`config.mk`:
```
export PLATFORM = sky130hd
export DESIGN_NAME = ascii_glyph_sched
export DESIGN_NICKNAME = d
export VERILOG_FILES = /design/src/rtl/ascii_pkg.sv /design/src/rtl/glyph_row_sel.sv /design/src/rtl/ascii_glyph_sched.sv
export SDC_FILE = /design/constraint.sdc
export NUM_CORES = 1
export LEC_CHECK = 0
export CELL_PAD_IN_SITES_DETAIL_PLACEMENT = 0
export CELL_PAD_IN_SITES_GLOBAL_PLACEMENT = 1
export CORE_AREA = 8 8 313 315
export CTS_CLUSTER_SIZE = 12
export DETAILED_ROUTE_END_ITERATION = 7
export DIE_AREA = 0 0 321 323
export PLACE_DENSITY = 0.61
export RECOVER_POWER = 50
export SLEW_MARGIN = 20
export SYNTH_ARGS = -nofsm -noshare
export SYNTH_HDL_FRONTEND = slang
export SYNTH_SLANG_ARGS = --single-unit
```
`constraint.sdc`:
```
create_clock -name clk -period 3.03 [get_ports clk]
set_input_delay 0.303 -clock clk [delete_from_list [all_inputs] [get_ports clk]]
set_output_delay 0.303 -clock clk [all_outputs]
set_load 0.03 [all_outputs]
```
`src/rtl/ascii_pkg.sv`:
```
// Shared types and constants for the ASCII-art glyph scheduler.
//   sched_state_e : scheduler FSM states
//   GLYPH_W/ROW_W/N_ROWS/IDX_W : glyph ROM geometry
//   luma2idx()    : maps the top luminance nibble to a glyph index
package ascii_pkg;

  localparam int unsigned GLYPH_W = 256;
  localparam int unsigned ROW_W   = 16;
  localparam int unsigned N_ROWS  = 16;
  localparam int unsigned IDX_W   = 4;

  typedef enum logic [2:0] {
    StIdle,
    StWrite,
    StRdIssue,
    StRdCapt,
    StEmit
  } sched_state_e;

  // invert=1 maps dark tiles onto dense glyphs.
  function automatic logic [IDX_W-1:0] luma2idx(input logic [IDX_W-1:0] luma_msn,
                                                input logic             invert);
    return invert ? ~luma_msn : luma_msn;
  endfunction

endpackage

```
`src/rtl/glyph_row_sel.sv`:
```
// Combinational 256-to-16 row mux over a glyph bitmap.
//   glyph_i    : 256-bit glyph, row 0 in the top 16 bits
//   row_idx_i  : row number 0..15, top first
//   row_data_o : selected 16-pixel row, bit15 = leftmost pixel
module glyph_row_sel
  import ascii_pkg::*;
(
  input  logic [GLYPH_W-1:0] glyph_i,
  input  logic [IDX_W-1:0]   row_idx_i,
  output logic [ROW_W-1:0]   row_data_o
);

  always_comb begin
    row_data_o = '0;
    for (int r = 0; r < N_ROWS; r++) begin
      if (row_idx_i == IDX_W'(r)) begin
        row_data_o = glyph_i[GLYPH_W-1-ROW_W*r -: ROW_W];
      end
    end
  end

endmodule

```
`src/rtl/ascii_glyph_sched.sv`:
```
// Glyph ROM controller/arbiter: maps one luminance sample per tile to a glyph,
// reads it from the 1-cycle-latency ROM and streams it as 16 rows over a
// valid/ready handshake. CPU glyph writes share the ROM port and win in idle.
//   clk, rst_n                 : clock, synchronous active-low reset
//   luma_valid/luma/luma_ready : tile luminance input handshake
//   cpu_wr_req/addr/data/ack   : CPU glyph write request, ack is a 1-cycle pulse
//   rom_addr/rom_w_en/rom_wdata: registered ROM controls
//   rom_data                   : ROM read data, valid 1 cycle after address sampled
//   row_valid/row_ready/row_data/row_idx/row_last : glyph row output stream
module ascii_glyph_sched
  import ascii_pkg::*;
#(
  parameter int unsigned LUMA_W = 8,
  parameter int unsigned INVERT = 0
) (
  input  logic              clk,
  input  logic              rst_n,
  input  logic              luma_valid,
  input  logic [LUMA_W-1:0] luma,
  output logic              luma_ready,
  input  logic              cpu_wr_req,
  input  logic [3:0]        cpu_wr_addr,
  input  logic [255:0]      cpu_wr_data,
  output logic              cpu_wr_ack,
  output logic [3:0]        rom_addr,
  output logic              rom_w_en,
  output logic [255:0]      rom_wdata,
  input  logic [255:0]      rom_data,
  output logic              row_valid,
  input  logic              row_ready,
  output logic [15:0]       row_data,
  output logic [3:0]        row_idx,
  output logic              row_last
);

  sched_state_e       state_q, state_d;
  logic [IDX_W-1:0]   rom_addr_q, rom_addr_d;
  logic               rom_w_en_q, rom_w_en_d;
  logic [GLYPH_W-1:0] rom_wdata_q, rom_wdata_d;
  logic               ack_q, ack_d;
  logic               row_valid_q, row_valid_d;
  logic [IDX_W-1:0]   row_idx_q, row_idx_d;
  logic [GLYPH_W-1:0] glyph_q, glyph_d;

  always_comb begin
    state_d     = state_q;
    rom_addr_d  = rom_addr_q;
    rom_w_en_d  = 1'b0;
    rom_wdata_d = rom_wdata_q;
    ack_d       = 1'b0;
    row_valid_d = row_valid_q;
    row_idx_d   = row_idx_q;
    glyph_d     = glyph_q;

    unique case (state_q)
      StIdle: begin
        // CPU writes take priority; a concurrent luma sample is left pending.
        if (cpu_wr_req) begin
          rom_addr_d  = cpu_wr_addr;
          rom_wdata_d = cpu_wr_data;
          rom_w_en_d  = 1'b1;
          ack_d       = 1'b1;
          state_d     = StWrite;
        end else if (luma_valid) begin
          rom_addr_d = luma2idx(luma[LUMA_W-1 -: IDX_W], INVERT != 0);
          state_d    = StRdIssue;
        end
      end
      StWrite: begin
        state_d = StIdle;
      end
      StRdIssue: begin
        // ROM samples rom_addr on this edge.
        state_d = StRdCapt;
      end
      StRdCapt: begin
        glyph_d     = rom_data;
        row_idx_d   = '0;
        row_valid_d = 1'b1;
        state_d     = StEmit;
      end
      StEmit: begin
        if (row_valid_q && row_ready) begin
          if (row_idx_q == IDX_W'(N_ROWS - 1)) begin
            row_valid_d = 1'b0;
            state_d     = StIdle;
          end else begin
            row_idx_d = row_idx_q + 1'b1;
          end
        end
      end
      default: begin
        state_d = StIdle;
      end
    endcase
  end

  always_ff @(posedge clk) begin
    if (!rst_n) begin
      state_q     <= StIdle;
      rom_addr_q  <= '0;
      rom_w_en_q  <= 1'b0;
      rom_wdata_q <= '0;
      ack_q       <= 1'b0;
      row_valid_q <= 1'b0;
      row_idx_q   <= '0;
      glyph_q     <= '0;
    end else begin
      state_q     <= state_d;
      rom_addr_q  <= rom_addr_d;
      rom_w_en_q  <= rom_w_en_d;
      rom_wdata_q <= rom_wdata_d;
      ack_q       <= ack_d;
      row_valid_q <= row_valid_d;
      row_idx_q   <= row_idx_d;
      glyph_q     <= glyph_d;
    end
  end

  glyph_row_sel u_row_sel (
    .glyph_i    (glyph_q),
    .row_idx_i  (row_idx_q),
    .row_data_o (row_data)
  );

  assign luma_ready = (state_q == StIdle) && !cpu_wr_req;
  assign rom_addr   = rom_addr_q;
  assign rom_w_en   = rom_w_en_q;
  assign rom_wdata  = rom_wdata_q;
  assign cpu_wr_ack = ack_q;
  assign row_valid  = row_valid_q;
  assign row_idx    = row_idx_q;
  assign row_last   = row_valid_q && (row_idx_q == IDX_W'(N_ROWS - 1));

endmodule

```
After elaboration in Yosys (flattened, before gate mapping)
Index checks and enable logic that the tools add are counted.

cells by class
  $add $sub $neg = 1
  reductions and logical operators = 14
  equal/unequal tests = 22
  mux-type cells = 30

operators by type and width
  operator                                       count
  2-to-1 mux 16 bit                              16
  == test 4 bit, second input constant           8
  == test 4 x 3 -> 1 bit, second input constant  4
  2-to-1 mux 4 bit                               4
  2-to-1 mux 3 bit                               4
  case mux 3 bit (4 select lines)                1
  AND reduction 3 bit                            3
  == test 4 x 2 -> 1 bit, second input constant  2
  case mux 4 bit (2 select lines)                1
  == test 3 x 2 -> 1 bit, second input constant  2
  != test 2 bit, second input constant           3
  AND reduction 2 bit                            3
  adder 4 x 1 -> 4 bit, second input constant    1
  == test 4 x 1 -> 1 bit, second input constant  1
  logical NOT 4 bit                              1
  nonzero test 2 bit                             2
  == test 3 bit, second input constant           1
  logical AND 1 bit                              3
  logical NOT 3 bit                              1
  2-to-1 mux 1 bit                               3
  != test 3 bit, second input constant           1
  case mux 1 bit (2 select lines)                1
  logical NOT 1 bit                              1

storage, ports and cells
  flip-flop bits (word level) = 525
  output and inout port bits = 285
  input bits = 529
  logic and storage cells = 74

Longest topological paths before layout
Gate-level depths: netlist of the first run.

  depth after elaboration = 17
  mapped depth = 9
  depth with buffers taken out = 6

By module
A second synthesis of the first run with hierarchy kept.

unflattened totals
  cell total of the unflattened synthesis = 2647
  area total of the unflattened synthesis = 20623.5 um2

modules (own cells, without submodules)
  module             cells an instance  area an instance (um2)  sequential area each (um2)  times used
  ascii_glyph_sched  2293               18031.0                 10510.1                     1
  glyph_row_sel      354                2592.5                  0.0                         1

Worst setup path before layout of the first run
No wires, ideal clock.

  path kind = register to output
  start point = register row_idx_q[0] (netlist: row_idx[0])
  end point = output row_data[4]
  data arrival time = 2.431 ns
  slack = 0.296 ns
  data required time = 2.727 ns
  path buffers = 3
  cell stages (with the launch flop) = 10
  cells stage by stage = dfxtp_1 inv_1 ha_1 clkbuf_1 or2_1 buf_2 buf_2 o31ai_1 o21ai_0 o211ai_1

on the way
  longest elaborated chain between the ends = 17
  elaborated cells on any way between the ends = 32
  classes of those cells = 15 x eq/ne; 16 x mux; 1 x reduce/logical

RTL lines
  element                           line                      text
  start: declaration                ascii_glyph_sched.sv:42   logic [IDX_W-1:0] row_idx_q, row_idx_d;
  start signal: assignment          ascii_glyph_sched.sv:115  row_idx_q <= row_idx_d;
  logical NOT 4 bit                 glyph_row_sel.sv:16       if (row_idx_i == IDX_W'(r)) begin
  2-to-1 mux 16 bit (15 in series)  glyph_row_sel.sv:16
  2-to-1 mux 16 bit *               glyph_row_sel.sv:16
  end: declaration                  ascii_glyph_sched.sv:31   output logic [15:0] row_data,

Mark *: on every way between the ends. The rest lies on a longest branch, timed or not.

Worst setup path in the final report of the first run
  start point = register row_idx_q[1] (netlist: row_idx[1])
  end point = output row_data[15]

Same word-level chain as after synthesis.

==> results of run 1 <==
synthesized netlist by cell type:
cell type  number  share of area, %
a21boi_0      273               9.1
a21boi_1      242               8.1
a21oi_1        37              0.82
a21oi_2         1             0.039
a221oi_1       54               2.1
a221oi_2       10              0.67
a32oi_1        16              0.62
and2_1          2             0.055
and3_1          2             0.055
and3b_1         1             0.039
buf_1           9              0.15
buf_2          57               1.3
buf_4          25              0.83
buf_6           1             0.050
clkbuf_1      148               2.5
dfxtp_1       525                47
ha_1            4              0.22
inv_1          85               1.4
mux2i_1         4              0.18
nand2_1      1097                18
nand2b_1       18              0.50
nand3_1         2             0.044
nand3b_1       18              0.60
nor2_1          9              0.15
nor2b_1        17              0.47
nor3_1          1             0.022
nor3_2          1             0.044
nor3b_1        32               1.1
nor3b_2         2              0.11
nor4_1          1             0.028
o211a_1         4              0.18
o211ai_1       16              0.53
o21a_1          1             0.033
o21ai_0        50               1.1
o21ai_1         3             0.067
o221ai_1       16              0.62
o2bb2ai_1      16              0.62
o31ai_1        18              0.60
or2_1           1             0.028
or2_2           1             0.028
or3_1           2             0.055
or3b_1          1             0.039
or4_1           3              0.10
area by class of cell:
class | instances | area (um^2) | area share (%)
Multi-Input combinational cell | 1977 | 11300 | 31.7
Clock inverter | 21 | 194 | 0.544
Tap cell | 1254 | 1570 | 4.40
Timing Repair Buffer | 919 | 9710 | 27.3
Clock buffer | 97 | 1980 | 5.57
Inverter | 85 | 324 | 0.909
Sequential cell | 525 | 10500 | 29.5
Antenna cell | 14 | 35.0 | 0.0983
per-stage QoR:
step	setup TNS, ps	utilization [%]
2_1_floorplan	0	-
3_3_place_gp	0	34.7
3_5_place_dp	0	34.7
4_1_cts	-1240	37.9
5_1_grt	-1350	38.4
6_report	-234	38.4
what timing repair did:
item / in CTS / in global routing
cloned: 6 / 6
pin swaps: 25 / 28
setup buffers: 18 / 9
resized for setup: 76 / 85
endpoints found under the setup margin: 17 / 16
sequential cells by signal (all words and copies together), names as in the netlist:
signal and flops:
cpu_wr_ack 1, glyph_q 256, rom_addr 4, rom_wdata 256, row_idx 4, row_valid 1
state_q 3
cells by family (layout without fill, tap and decap cells):
logic type                 after synthesis  after routing  share of synthesized area (%)
adders and majority gates                4              4                          0.222
buffers and inverters                  325           1122                           6.17
AOI/OAI and AO/OA                      757            757                           25.1
muxes                                    4              4                          0.178
and+or+nand+nor                       1211           1212                           21.7
DFF                                    525            525                           46.6
other                                    0             14                              0
where the power goes:
group / total, mW / internal [mW] / switching, mW
logic: 2.86 / 1.33 / 1.53
registers: 7.38 / 7.21 / 0.173
clock network: 8.05 / 4.73 / 3.32
total: 18.3 / 13.3 / 5.02
how the worst min path moves through the flow:
stage | from | to
after floorplan | cpu_wr_data[0] | rom_wdata[0]
after global placement | rom_wdata[57] | rom_wdata[57]
after detailed placement | rom_wdata[190] | rom_wdata[190]
after CTS | cpu_wr_data[150] | rom_wdata[150]
after global routing | rom_data[96] | glyph_q[96]
final | rst_n | rom_addr[2]
critical path: cells and delay by family, from the launching register on:
kind | cells | cell delay [ps]
DFF | 1 | 370
AOI/OAI and AO/OA | 3 | 780
buffers and inverters | 3 | 420
and+or+nand+nor | 1 | 370
adders and majority gates | 1 | 210
routing by layer:
layer	up-vias	share of wire (%)	global-route usage, %
met4	38	2.3	5.61
met5	-	0.20	0
met2	767	48	39.8
li1	10901	-	-
met1	10670	42	28.9
met3	201	8.2	7.99
==> results.md, run 1 <==
* Yosys reg bits at 525
* Relative slew margins at between 20% and 30%
* Total power at 18.3 mW
* Post-place setup slack at roughly 110 ps
* Routed WL at ~130000 um
* Die Ht at between 300 and 400 um
* Lkg Pwr at 12.1 nW
* Crit path launch: row_idx[1]
* GRT Residual Overflow at 0
* Hold Path Class: input port to flip-flop
* Max Freq at 324 MHz
* Max_cap viols at 0
* Final Critical Period at just over 3000 ps
* Die area at approximately 0.10 mm^2
* Wire length per cell at ~26 um
* Area grow syn2layout at 58.0%
* Min Hold Slack at about 210 ps
* Post-synthesis cell count at roughly 2800
* Core Footprint at around 0.09 mm^2
* Final setup violation count at 10
* Worst EP arrival at 2780 ps
* Final Slew Violations at 0
* Clk sinks at ~530
* Mapped Area at between 0.02 and 0.025 mm^2
* RSZ-0062 raised after global routing: yes
* TritonCTS Buffers at slightly below 70
* Vias per inst at between 4 and 5
* # hold bufs at CTS at 0
* Critical path data required time at roughly 2700 ps
* Worst stage delay on the critical path at between 300 and 400 ps
* Finished Layout Cells at approximately 5000
* 1st-iter DRT viols at 1700
* Post-route cell area at 0.0356 mm^2
* Placed instance area at 0.0322 mm^2
* CP startpoint kind: flip-flop
* Drt pass-1 iters at 6
* Hold path cells at 2
* Worst Clk Skew at a little over 30 ps
* Final hold violations at 0
* Antenna violations before repair at 65
* Die W at approximately 320 um
* GRT Util Overall at 23.6%
* Htree depth at 3
* FILL cells at 9730
* Most common cell after layout, fill and taps aside: nand2_1
* Kind of end point of the critical path: output port
* Remaining antenna violation count at 0
* CTS tree: yes
* Syn Area/Cell at 7.98 um^2
* Cell variety after synth at 43
* Setup ws final at -53.0 ps
* Capture point of the worst reg-to-reg path: rom_wdata[239]
* Root Buffer: clkbuf_16
* Crit path to: row_data[15]
* Largest net degree at the start of global routing at between 100 and 150
* First-pass GRT wire length at 176000 um
* Row count at roughly 110
* Maximum fanout along the worst path at 8
* Initial Utilization at 24.3%
* Critical path type: flip-flop to output port
* Max clock buf depth at 3
* Drt drc at 0
* Power per Cell Area at roughly 510 mW/mm^2
* R2R Setup Slk at approximately 250 ps
* # IOs at 814
* Clock transition at path regs at 60 ps
* Maximum VDD drop at 0.000336 V
* Slowest CP cell: dfxtp_4
* Layout net count at 4109
* Post-Syn Nets at between 3000 and 4000
* Least-Margin Pin Slew at 1120 ps
* Yosys Warn Count at 0
* GPL Wtd Cong at about 0.9
* Routed via count at approximately 23000
* Vias in the first global route at 22327
* Commonest cells after routing, fill and taps aside: nand2_1, clkdlybuf4s50_1, dfxtp_1
* Placed insts at about 4700
* Post-DP HPWL at 101000 um
* Failing checks: setup timing
* Status: finished with violations
* Share of cells above drive strength 1 at 8.97%
* Worst-Skew Late Latency at 620 ps
* RR Startpoint: state_q[1]
* Port Buf Inserts at just over 800
* Final Cycle Share at 102%
* Cell Chain, Critical Path: buf_6, ha_4, or2_4, o31ai_4, o21ai_1, o211ai_1, buf_4, buf_12
* Cells on worst reg2reg path at 5
* Post-synthesis sequential area ratio at 46.6%
(Power assumes the default switching activity.)
==> inputs of run 2 (changes only) <==
- CORE_AREA: 8 8 313 315 -> 2 2 316 318
- DIE_AREA: 0 0 321 323 -> 0 0 318 320
- PLACE_DENSITY: 0.61 -> 0.58
==> run 2 against run 1 <==
Effect of this change:
- the flow still finishes with violations (setup timing)
- clock-buffer cell count increased by 4
- critical path type unchanged
- combinational power barely moved
- non-clock buffer count is 11 higher
- cell count is 0.86% higher
- setup slack worse by 73 ps
- largest cell class unchanged
- clock skew is 6.3 ps lower
- via count barely moved
- first-iteration DRC count down 17%
- hold slack got worse by 75 ps
==> results.md, run 2 (synthesis results as in run 1) <==
* Worst path bufs/invs at 4
* Cell Chain, Critical Path: buf_6, ha_4, or3_4, buf_12, buf_4, a221oi_2, o221ai_2, o211ai_1, buf_12
* Clock transition at path regs at ~60 ps
* Die Ht at approximately 320 um
* Relative slew margins at 15.7%
* Lkg Pwr at between 10 and 15 nW
* Wire length per cell at around 25 um
* Htree depth at 3
* # IOs at about 800
* Worst stage delay on the critical path at about 350 ps
* Max Freq at about 320 MHz
* Worst-Skew Late Latency at 630 ps
* Slowest CP cell: or3_4
* Drt pass-1 iters at 5
* Clk sinks at between 500 and 600
* Failing checks: setup timing
* CTS tree: yes
* Critical path type: flip-flop to output port
* Commonest cells after routing, fill and taps aside: nand2_1, clkdlybuf4s50_1, dfxtp_1
* Post-place setup slack at between 200 and 250 ps
* Drt drc at 0
* Post-DP HPWL at 96700 um
* # hold bufs at CTS at 0
* Final setup violation count at 12
* TritonCTS Buffers at 70
* Routed WL at between 100000 and 150000 um
* Port Buf Inserts at between 800 and 900
* Top delay family on crit path: compound AO/OA/AOI/OAI gates
* Core Footprint at about 0.098 mm^2
* Worst Clk Skew at 24.6 ps
* Worst EP arrival at about 2900 ps
* Most common cell after layout, fill and taps aside: nand2_1
* Final core utilization at around 37%
* Maximum VDD drop at 0.000399 V
* Routed via count at 22565
* Power per Cell Area at 534 mW/mm^2
* Vias per inst at about 4.6
* Critical path data required time at ~2700 ps
* Antenna violations before repair at 45
* Setup ws final at -126 ps
* Max_cap viols at 0
* Least-Margin Pin Slew at roughly 1300 ps
* Share of cells above drive strength 1 at around a tenth
* Die W at approximately 320 um
* Layout net count at ~4100
* Final Critical Period at 3160 ps
* Row count at between 100 and 150
* Root Buffer: clkbuf_16
* Status: finished with violations
* RSZ-0062 raised after global routing: yes
* Most frequent cell on the critical path: buf_12
* Final Slew Violations at 0
* GPL Wtd Cong at around 0.9
* GRT Residual Overflow at 0
* Min Hold Slack at roughly 140 ps
* 1st-iter DRT viols at ~1400
* Die area at between 0.1 and 0.15 mm^2
* CP startpoint kind: flip-flop
* Kind of end point of the critical path: output port
* Hold Path Class: input port to flip-flop
* Largest net degree at the start of global routing at 90
* Vias in the first global route at 22203
* Initial Utilization at roughly 23%
* Area grow syn2layout at 59.3%
* Final Cycle Share at 104%
* Remaining antenna violation count at 0
* GRT Util Overall at 23.5%
* Max clock buf depth at 3
* Final hold violations at 0
* First-pass GRT wire length at roughly 170000 um
* Maximum fanout along the worst path at 16
[run 2: worst paths after layout]
path	from	endpoint	slack [ps]	cells past startpoint
setup / recovery	row_idx[0]	row_data[5]	-130	9
hold / removal	rst_n	rom_addr[3]	140	2
setup reg to reg	state_q[2]	rom_wdata[215]	210	5
hold reg to reg	rom_wdata[151]	rom_wdata[151]	450	2
[run 2: routing by layer]
| layer | wire length [um] | vias up | global-route usage, % |
|---|---|---|---|
| met4 | 2320 | 36 | 5.10 |
| met2 | 60200 | 742 | 39.6 |
| met1 | 54000 | 10721 | 29.7 |
| met3 | 8850 | 171 | 6.62 |
| li1 | - | 10895 | - |
| met5 | 221 | - | 0 |
[run 2: worst register-to-register path: cells and delay by family (launching register included)]
family,cells,cell delay [ps]
and+or+nand+nor,3,1530
DFF,1,380
buffers and inverters,1,680
AOI/OAI and AO/OA,1,90
[run 2: cell type report]
| type | instances | area (um^2) |
|---|---|---|
| diodes | 6 | 15.0 |
| multi-input cells | 1976 | 11300 |
| flip-flops and latches | 525 | 10500 |
| clock buffers | 101 | 2100 |
| repair buffers | 930 | 9690 |
| fillers | 10264 | 62100 |
| well taps | 1287 | 1610 |
| inverters | 85 | 322 |
| clock inverters | 24 | 354 |
[run 2: power by group]
part           internal, mW  leakage [nW]  switching [mW]
sequential             7.21          4.28           0.167
clock                  5.50          1.21            3.44
combinational          1.30          6.97            1.56
[run 2: metrics by stage]
stage / instance area, um^2 / setup TNS (ps) / cells / total power, mW
2_1_floorplan: 22600 / 0 / 2826 / 8.74
3_3_place_gp: 32400 / 0 / 4773 / 10.5
3_5_place_dp: 32400 / 0 / 4773 / 10.5
4_1_cts: 35500 / -1380 / 4914 / 19.6
5_1_grt: 35900 / -1730 / 4929 / 19.9
6_report: 35900 / -619 / 4934 / 19.2
[run 2: timing repair]
| item | CTS | global route |
|---|---|---|
| setup endpoints to repair | 17 | 16 |
| resized for setup | 87 | 67 |
| pin swaps | 18 | 25 |
| gates cloned | 4 | 5 |
| setup buffers | 12 | 11 |
==> inputs of run 3 (changes only) <==
- CTS_CLUSTER_DIAMETER: default -> 120
- TNS_END_PERCENT: default -> 10
==> run 3 against run 2 <==
Effect of this change:
- the flow still finishes with violations (setup timing)
- routed wire length fell by 1.4%
- combinational power is essentially flat
- highest routed layer unchanged
- via count down 1.7%
==> results.md, run 3 (synthesis results as in run 1) <==
* Worst EP arrival at between 2000 and 3000 ps
* Remaining antenna violation count at 0
* Row count at ~120
* Post-DP HPWL at 96700 um
* # IOs at between 800 and 900
* Vias in the first global route at 21825
* Final core utilization at a little over a third
* Antenna violations before repair at 53
* Layout net count at between 4000 and 5000
* GPL Wtd Cong at between 0.8 and 0.9
* Maximum fanout along the worst path at 7
* Initial Utilization at 23.0%
* Critical path type: flip-flop to output port
* RSZ-0062 raised after global routing: yes
* Clk sinks at between 500 and 600
* Relative slew margins at between 30% and 40%
* Worst-Skew Late Latency at around 640 ps
* Cell Chain, Critical Path: buf_6, ha_4, buf_12, nor3b_4, buf_6, buf_4, o2bb2ai_1, o221ai_2, o211ai_1, buf_12
* Root Buffer: clkbuf_16
* Share of cells above drive strength 1 at 6.58%
* Slowest CP cell: o221ai_2
* Post-route cell area at around 0.034 mm^2
* Worst Clk Skew at between 15 and 20 ps
* Setup ws final at -142 ps
* Hold Path Class: input port to flip-flop
* Die Ht at ~320 um
* Clock transition at path regs at roughly 70 ps
* Largest net degree at the start of global routing at 90
* Routed via count at approximately 22000
* Max Freq at roughly 320 MHz
* Max_cap viols at 0
* Lkg Pwr at 11.6 nW
* TritonCTS Buffers at 49
* Commonest cells after routing, fill and taps aside: nand2_1, clkdlybuf4s50_1, dfxtp_1
* Maximum VDD drop at ~0.00038 V
* Critical path data required time at about 2700 ps
* Final setup violation count at 15
* Final Slew Violations at 0
* Most common cell after layout, fill and taps aside: nand2_1
* Status: finished with violations
* Failing checks: setup timing
* Wire length per cell at ~26 um
* Worst stage delay on the critical path at 340 ps
* Routed WL at around 120000 um
* CTS tree: yes
* Core Footprint at roughly 0.1 mm^2
* Kind of end point of the critical path: output port
* Final Critical Period at 3170 ps
* Worst path bufs/invs at 5
* Die area at a little over 0.1 mm^2
* Vias per inst at between 4 and 5
* Top delay family on crit path: buffers and inverters
* Power per Cell Area at 470 mW/mm^2
* Area grow syn2layout at 51.4%
* 1st-iter DRT viols at roughly 1500
* Drt drc at 0
* Htree depth at 2
* First-pass GRT wire length at ~170000 um
* Drt pass-1 iters at 5
* GRT Residual Overflow at 0
* Die W at 318 um
* Placed instance area at 0.0324 mm^2
* Max clock buf depth at 3
* GRT Util Overall at 23.2%
* Final Cycle Share at 105%
* Least-Margin Pin Slew at just over 1000 ps
* Port Buf Inserts at a little over 800
* CP startpoint kind: flip-flop
* FILL cells at approximately 10000
* Final hold violations at 0
[run 3: per-stage QoR]
step	total power, mW	setup slack [ps]	hold WS, ps	instances	TNS (ps)
4_1_cts	16.4	-179	90.9	4831	-2290
5_1_grt	16.7	-189	145	4846	-2470
6_report	16.1	-142	111	4853	-1110
3_3_place_gp	10.5	251	440	4773	0
2_1_floorplan	8.74	296	438	2826	0
3_5_place_dp	10.5	231	445	4773	0
[run 3: report_power, final]
group	switching, mW	internal [mW]	leakage [nW]	total [mW]
logic	1.56	1.31	6.74	2.87
registers	0.167	7.20	4.27	7.37
clock network	2.93	2.90	0.631	5.83
total	4.66	11.4	11.6	16.1
[run 3: what timing repair did]
action | CTS | global route
pin swaps | 12 | 11
hold endpoints to repair | 0 | 0
hold buffers | 0 | 0
resized for setup | 51 | 35
setup endpoints to repair | 17 | 16
setup buffers | 4 | 6
cloned | 0 | 4
[run 3: final cells by class]
cell class	instances	area, um^2	share of cell area, %
Tap cell	1287	1610	4.72
Inverter	85	319	0.934
Antenna cell	12	30.0	0.0879
Timing Repair Buffer	913	9390	27.5
Clock inverter	3	37.5	0.110
Multi-Input combinational cell	1977	11000	32.2
Clock buffer	51	1240	3.64
Sequential cell	525	10500	30.8
[run 3: metal layers]
layer / track usage (%) / vias up / wire length, um
li1: - / 10769 / -
met4: 9.29 / 46 / 4770
met3: 7.04 / 206 / 9320
met2: 37.3 / 690 / 57000
met5: 0 / - / 298
met1: 28.9 / 10478 / 52400
[run 3: final timing paths]
check / start / end / slack (ps) / depth (start not counted)
min reg2reg: rom_wdata[151] / rom_wdata[151] / 450 / 2
max: row_idx[0] / row_data[3] / -140 / 10
min: rst_n / rom_addr[3] / 110 / 2
max reg2reg: state_q[1] / rom_wdata[241] / 250 / 5
==> RTL edit 1 (flow settings as in run 2) <==
`rom_addr_q` and `rom_wdata_q` no longer have a reset.
--- a/src/rtl/ascii_glyph_sched.sv
+++ b/src/rtl/ascii_glyph_sched.sv
@@ -98,23 +98,24 @@
   always_ff @(posedge clk) begin
     if (!rst_n) begin
       state_q     <= StIdle;
-      rom_addr_q  <= '0;
       rom_w_en_q  <= 1'b0;
-      rom_wdata_q <= '0;
       ack_q       <= 1'b0;
       row_valid_q <= 1'b0;
       row_idx_q   <= '0;
       glyph_q     <= '0;
     end else begin
       state_q     <= state_d;
-      rom_addr_q  <= rom_addr_d;
       rom_w_en_q  <= rom_w_en_d;
-      rom_wdata_q <= rom_wdata_d;
       ack_q       <= ack_d;
       row_valid_q <= row_valid_d;
       row_idx_q   <= row_idx_d;
       glyph_q     <= glyph_d;
     end
+  end
+
+  always_ff @(posedge clk) begin
+    rom_addr_q  <= rom_addr_d;
+    rom_wdata_q <= rom_wdata_d;
   end
 
   glyph_row_sel u_row_sel (
Behaviour: not the same (a bounded check fails within 4 cycles, from zero or initial values and one cycle with rst_n low).
==> RTL edit 1 against run 2 <==
Final area decreased by 5.2%; global-route usage decreased by 0.76 points; total power decreased by 1.6%; synthesized area decreased by 7.6%; wire length decreased by 5.2%; sequential cell count unchanged; non-clock buffer count decreased by 13; the flow still finishes with violations (setup timing); final cell count decreased by 16%; die area unchanged; worst setup slack got worse by 0.019 ns; clock skew decreased by 0.0054 ns.
==> RTL edit 1: results (changes against run 2) <==
<table>
<tr><th>Metric</th><th>Value</th></tr>
<tr><th colspan="2">Global routing</th></tr>
<tr><td>Global routing met2 resource utilization</td><td>41.3% (+1.7 points)</td></tr>
<tr><td>Via count of the first global-routing pass</td><td>19000 (-15%)</td></tr>
<tr><th colspan="2">Synth</th></tr>
<tr><td>Number of different library cells in the post-synthesis netlist</td><td>68 (+58%)</td></tr>
<tr><td>Cells taking the most area after synthesis</td><td>sky130_fd_sc_hd__edfxtp_1, sky130_fd_sc_hd__dfxtp_1, sky130_fd_sc_hd__nand2_1, sky130_fd_sc_hd__a21boi_0, sky130_fd_sc_hd__a21oi_1</td></tr>
<tr><td>Proportion of synthesized chip area in sequential cells</td><td>62.9% (+16 points)</td></tr>
<tr><th colspan="2">Route</th></tr>
<tr><td>Routed vias/inst</td><td>4.48 (-1.9%)</td></tr>
<tr><td>Number of vias after detailed routing</td><td>18500 (-18%)</td></tr>
<tr><td>Routed wire length on met2</td><td>61.2 mm (+1.8%)</td></tr>
<tr><td>Starting DRC count in detailed routing</td><td>1300 (-8.1%)</td></tr>
<tr><td>WL met3</td><td>10.4 mm (+18%)</td></tr>
<tr><th colspan="2">Worst setup path</th></tr>
<tr><td>Cell at the slowest stage of the critical path</td><td>sky130_fd_sc_hd__dfxtp_4</td></tr>
<tr><td>Worst path max stage delay</td><td>0.37 ns (+0.02 ns)</td></tr>
<tr><td>Count of cells along the worst register-to-register path</td><td>3 (-2)</td></tr>
<tr><th colspan="2">Timing</th></tr>
<tr><td>Total negative slack</td><td>-1.34 ns (-0.725 ns)</td></tr>
<tr><td>Final number of setup-violating endpoints</td><td>14 (+2)</td></tr>
<tr><td>Worst Slack Setup Final</td><td>-0.145 ns (-0.0189 ns)</td></tr>
<tr><td>Worst clock skew</td><td>0.0192 ns (-0.00541 ns)</td></tr>
<tr><th colspan="2">Finish</th></tr>
<tr><td>Net count of the finished layout</td><td>3292 (-20%)</td></tr>
<tr><td>Share of post-route cells with drive strength above 1</td><td>12.1% (+2.8 points)</td></tr>
<tr><th colspan="2">Place</th></tr>
<tr><td>Cell total after placement</td><td>3942 (-17%)</td></tr>
<tr><td>HPWL after detailed placement</td><td>96.2 mm (-0.51%)</td></tr>
<tr><th colspan="2">Power</th></tr>
<tr><td>Combinational cell power</td><td>2.49 mW (-13%)</td></tr>
<tr><td>Combinational power share</td><td>13.2% (-1.7 points)</td></tr>
<tr><td>Power consumed by the clock network</td><td>8.40 mW (-6.0%)</td></tr>
<tr><th colspan="2">Status</th></tr>
<tr><td>Violated checks</td><td>setup timing</td></tr>
<tr><td>Outcome</td><td>finished, violations left</td></tr>
<tr><th colspan="2">Clock network</th></tr>
<tr><td>Post-CTS setup buffer count</td><td>21 (+9)</td></tr>
</table>
==> RTL edit 1: cell type report <==
cell class,count,area (um2)
Timing Repair inverter,1,7.51
Tap cell,1287,1610
Clock buffer,88,1900
Multi-Input combinational cell,1235,7440
Clock inverter,33,392
Sequential cell,525,13100
Antenna cell,23,57.6
Timing Repair Buffer,917,9480
Fill cell,9916,63900
Inverter,11,56.3
==> RTL edit 1: cell families (layout without fill, tap and decap cells) <==
group	after synthesis	after routing	share of synthesized area, %
compound gates	512	512	17.8
other cells	0	23	0
fa+ha+maj	4	4	0.240
xor+xnor	3	3	0.126
buf+inv	162	1050	4.22
flops	525	525	62.9
simple gates	709	709	14.3
mux	7	7	0.366
==> RTL edit 1: worst max-delay path: cells and delay by family (launching register included) <==
kind / cells / cell delay, ns
adder cells (fa/ha/maj): 1 / 0.20
flip-flops: 1 / 0.37
AND/OR/NAND/NOR: 1 / 0.25
buffers and inverters: 4 / 0.55
AO/OA/AOI/OAI: 3 / 0.58
multiplexers: 1 / 0.29
==> RTL edit 2 (flow settings as in run 2) <==
Made on the original files. `INVERT`: 0 -> 1.
--- a/src/rtl/ascii_glyph_sched.sv
+++ b/src/rtl/ascii_glyph_sched.sv
@@ -11,7 +11,7 @@
   import ascii_pkg::*;
 #(
   parameter int unsigned LUMA_W = 8,
-  parameter int unsigned INVERT = 0
+  parameter int unsigned INVERT = 1
 ) (
   input  logic              clk,
   input  logic              rst_n,
Behaviour: not the same (a bounded check fails within 4 cycles, from zero or initial values and one cycle with rst_n low).
==> RTL edit 2 against run 2 <==
Worst setup slack worse by 0.11 ns; global-route usage is 2.9 points lower; the run ends with capacitance limit, setup timing left; via count is 2.9% lower; core utilization is 1.6 points lower; sequential cell count stayed put; total power is 5.2% lower; combinational power is 5% lower; maximum frequency is 3.5% lower; critical endpoint is now row_data[8]; synthesized area is 1.7% lower; wire length is 13% lower; final area is 4.3% lower; largest power group unchanged.
==> RTL edit 2: results (changes against run 2) <==
<table>
<tr><th>Metric</th><th>Value</th></tr>
<tr><th colspan="2">Timing</th></tr>
<tr><td>Worst Slack Setup Final</td><td>-0.241 ns (-0.115 ns)</td></tr>
<tr><td>Final number of setup-violating endpoints</td><td>16 (+4)</td></tr>
<tr><th colspan="2">Synth</th></tr>
<tr><td>Area fraction in compound gates after synthesis</td><td>25.2% (+0.097 points)</td></tr>
<tr><td>Proportion of synthesized chip area in sequential cells</td><td>47.4% (+0.79 points)</td></tr>
<tr><td>Multiplexer share of the synthesized area</td><td>0.0451% (-0.13 points)</td></tr>
<tr><td>Cells taking the most area after synthesis</td><td>sky130_fd_sc_hd__dfxtp_1, sky130_fd_sc_hd__nand2_1, sky130_fd_sc_hd__a21boi_1, sky130_fd_sc_hd__buf_2, sky130_fd_sc_hd__clkbuf_1</td></tr>
<tr><td>Number of different library cells in the post-synthesis netlist</td><td>52 (+21%)</td></tr>
<tr><th colspan="2">Power</th></tr>
<tr><td>Final Power</td><td>18.2 mW (-5.2%)</td></tr>
<tr><td>Net Switching</td><td>4.88 mW (-5.6%)</td></tr>
<tr><td>Maximum vdd ir drop</td><td>360 uV (-9.8%)</td></tr>
<tr><td>Reported leakage power</td><td>12.7 nW (+2.2%)</td></tr>
<tr><th colspan="2">Worst setup path</th></tr>
<tr><td>Crit path max fanout</td><td>5 (-11)</td></tr>
<tr><td>Count of cells along the worst register-to-register path</td><td>6 (+1)</td></tr>
<tr><td>Worst path max stage delay</td><td>0.45 ns (+0.10 ns)</td></tr>
<tr><td>Setup crit end</td><td>row_data[8]</td></tr>
<tr><th colspan="2">Status</th></tr>
<tr><td>Violated checks</td><td>capacitance limit, setup timing</td></tr>
<tr><td>Outcome</td><td>finished, violations left</td></tr>
<tr><th colspan="2">Global routing</th></tr>
<tr><td>Met1 usage in global routing</td><td>25.7% (-4.0 points)</td></tr>
<tr><td>First-pass GRT wire length</td><td>155 mm (-9.6%)</td></tr>
<tr><td>Pin count of the biggest net entering global routing</td><td>118 (+31%)</td></tr>
<tr><th colspan="2">Route</th></tr>
<tr><td>Number of vias after detailed routing</td><td>21900 (-2.9%)</td></tr>
<tr><td>Starting DRC count in detailed routing</td><td>1564 (+11%)</td></tr>
<tr><th colspan="2">Finish</th></tr>
<tr><td>Share of post-route cells with drive strength above 1</td><td>7.03% (-2.3 points)</td></tr>
<tr><td>Net count of the finished layout</td><td>4024 (-2.4%)</td></tr>
<tr><td>Fraction of area in registers</td><td>30.6% (+1.3 points)</td></tr>
<tr><td>Clock network contribution to total cell area</td><td>6.38% (-0.46 points)</td></tr>
<tr><td>Signal buf overhead</td><td>26.6% (-0.39 points)</td></tr>
<tr><th colspan="2">Place</th></tr>
<tr><td>HPWL after detailed placement</td><td>82.9 mm (-14%)</td></tr>
<tr><th colspan="2">Flow run</th></tr>
<tr><td>Number of violations of the max-capacitance limit</td><td>1 (+1)</td></tr>
</table>
RTL edit 2: changes by cell type in the layout (fill, tap and decap cells not counted), moves of 27 or more:
cell                              delta
sky130_fd_sc_hd__dlygate4sd3_1     +168
sky130_fd_sc_hd__inv_1              -81
sky130_fd_sc_hd__clkdlybuf4s50_1   -169
sky130_fd_sc_hd__nor2_1             +27
sky130_fd_sc_hd__o22ai_1            +44
sky130_fd_sc_hd__a21boi_0          -181
sky130_fd_sc_hd__a21boi_1          +178
RTL edit 2: stage by stage:
step | instances | instance area, um2
floorplan | 2780 | 22200
global placement | 4697 | 31700
detailed placement | 4697 | 31700
CTS | 4825 | 34200
global route | 4833 | 34400
finish | 4834 | 34400
RTL edit 2: timing repair:
action | in CTS | in global routing
gates resized for setup | 36 | 52
setup endpoints to repair | 17 | 16
pin swaps | 11 | 30
setup buffers | 8 | 3
endpoints found under the hold margin | 0 | 0
cloned | 1 | 1
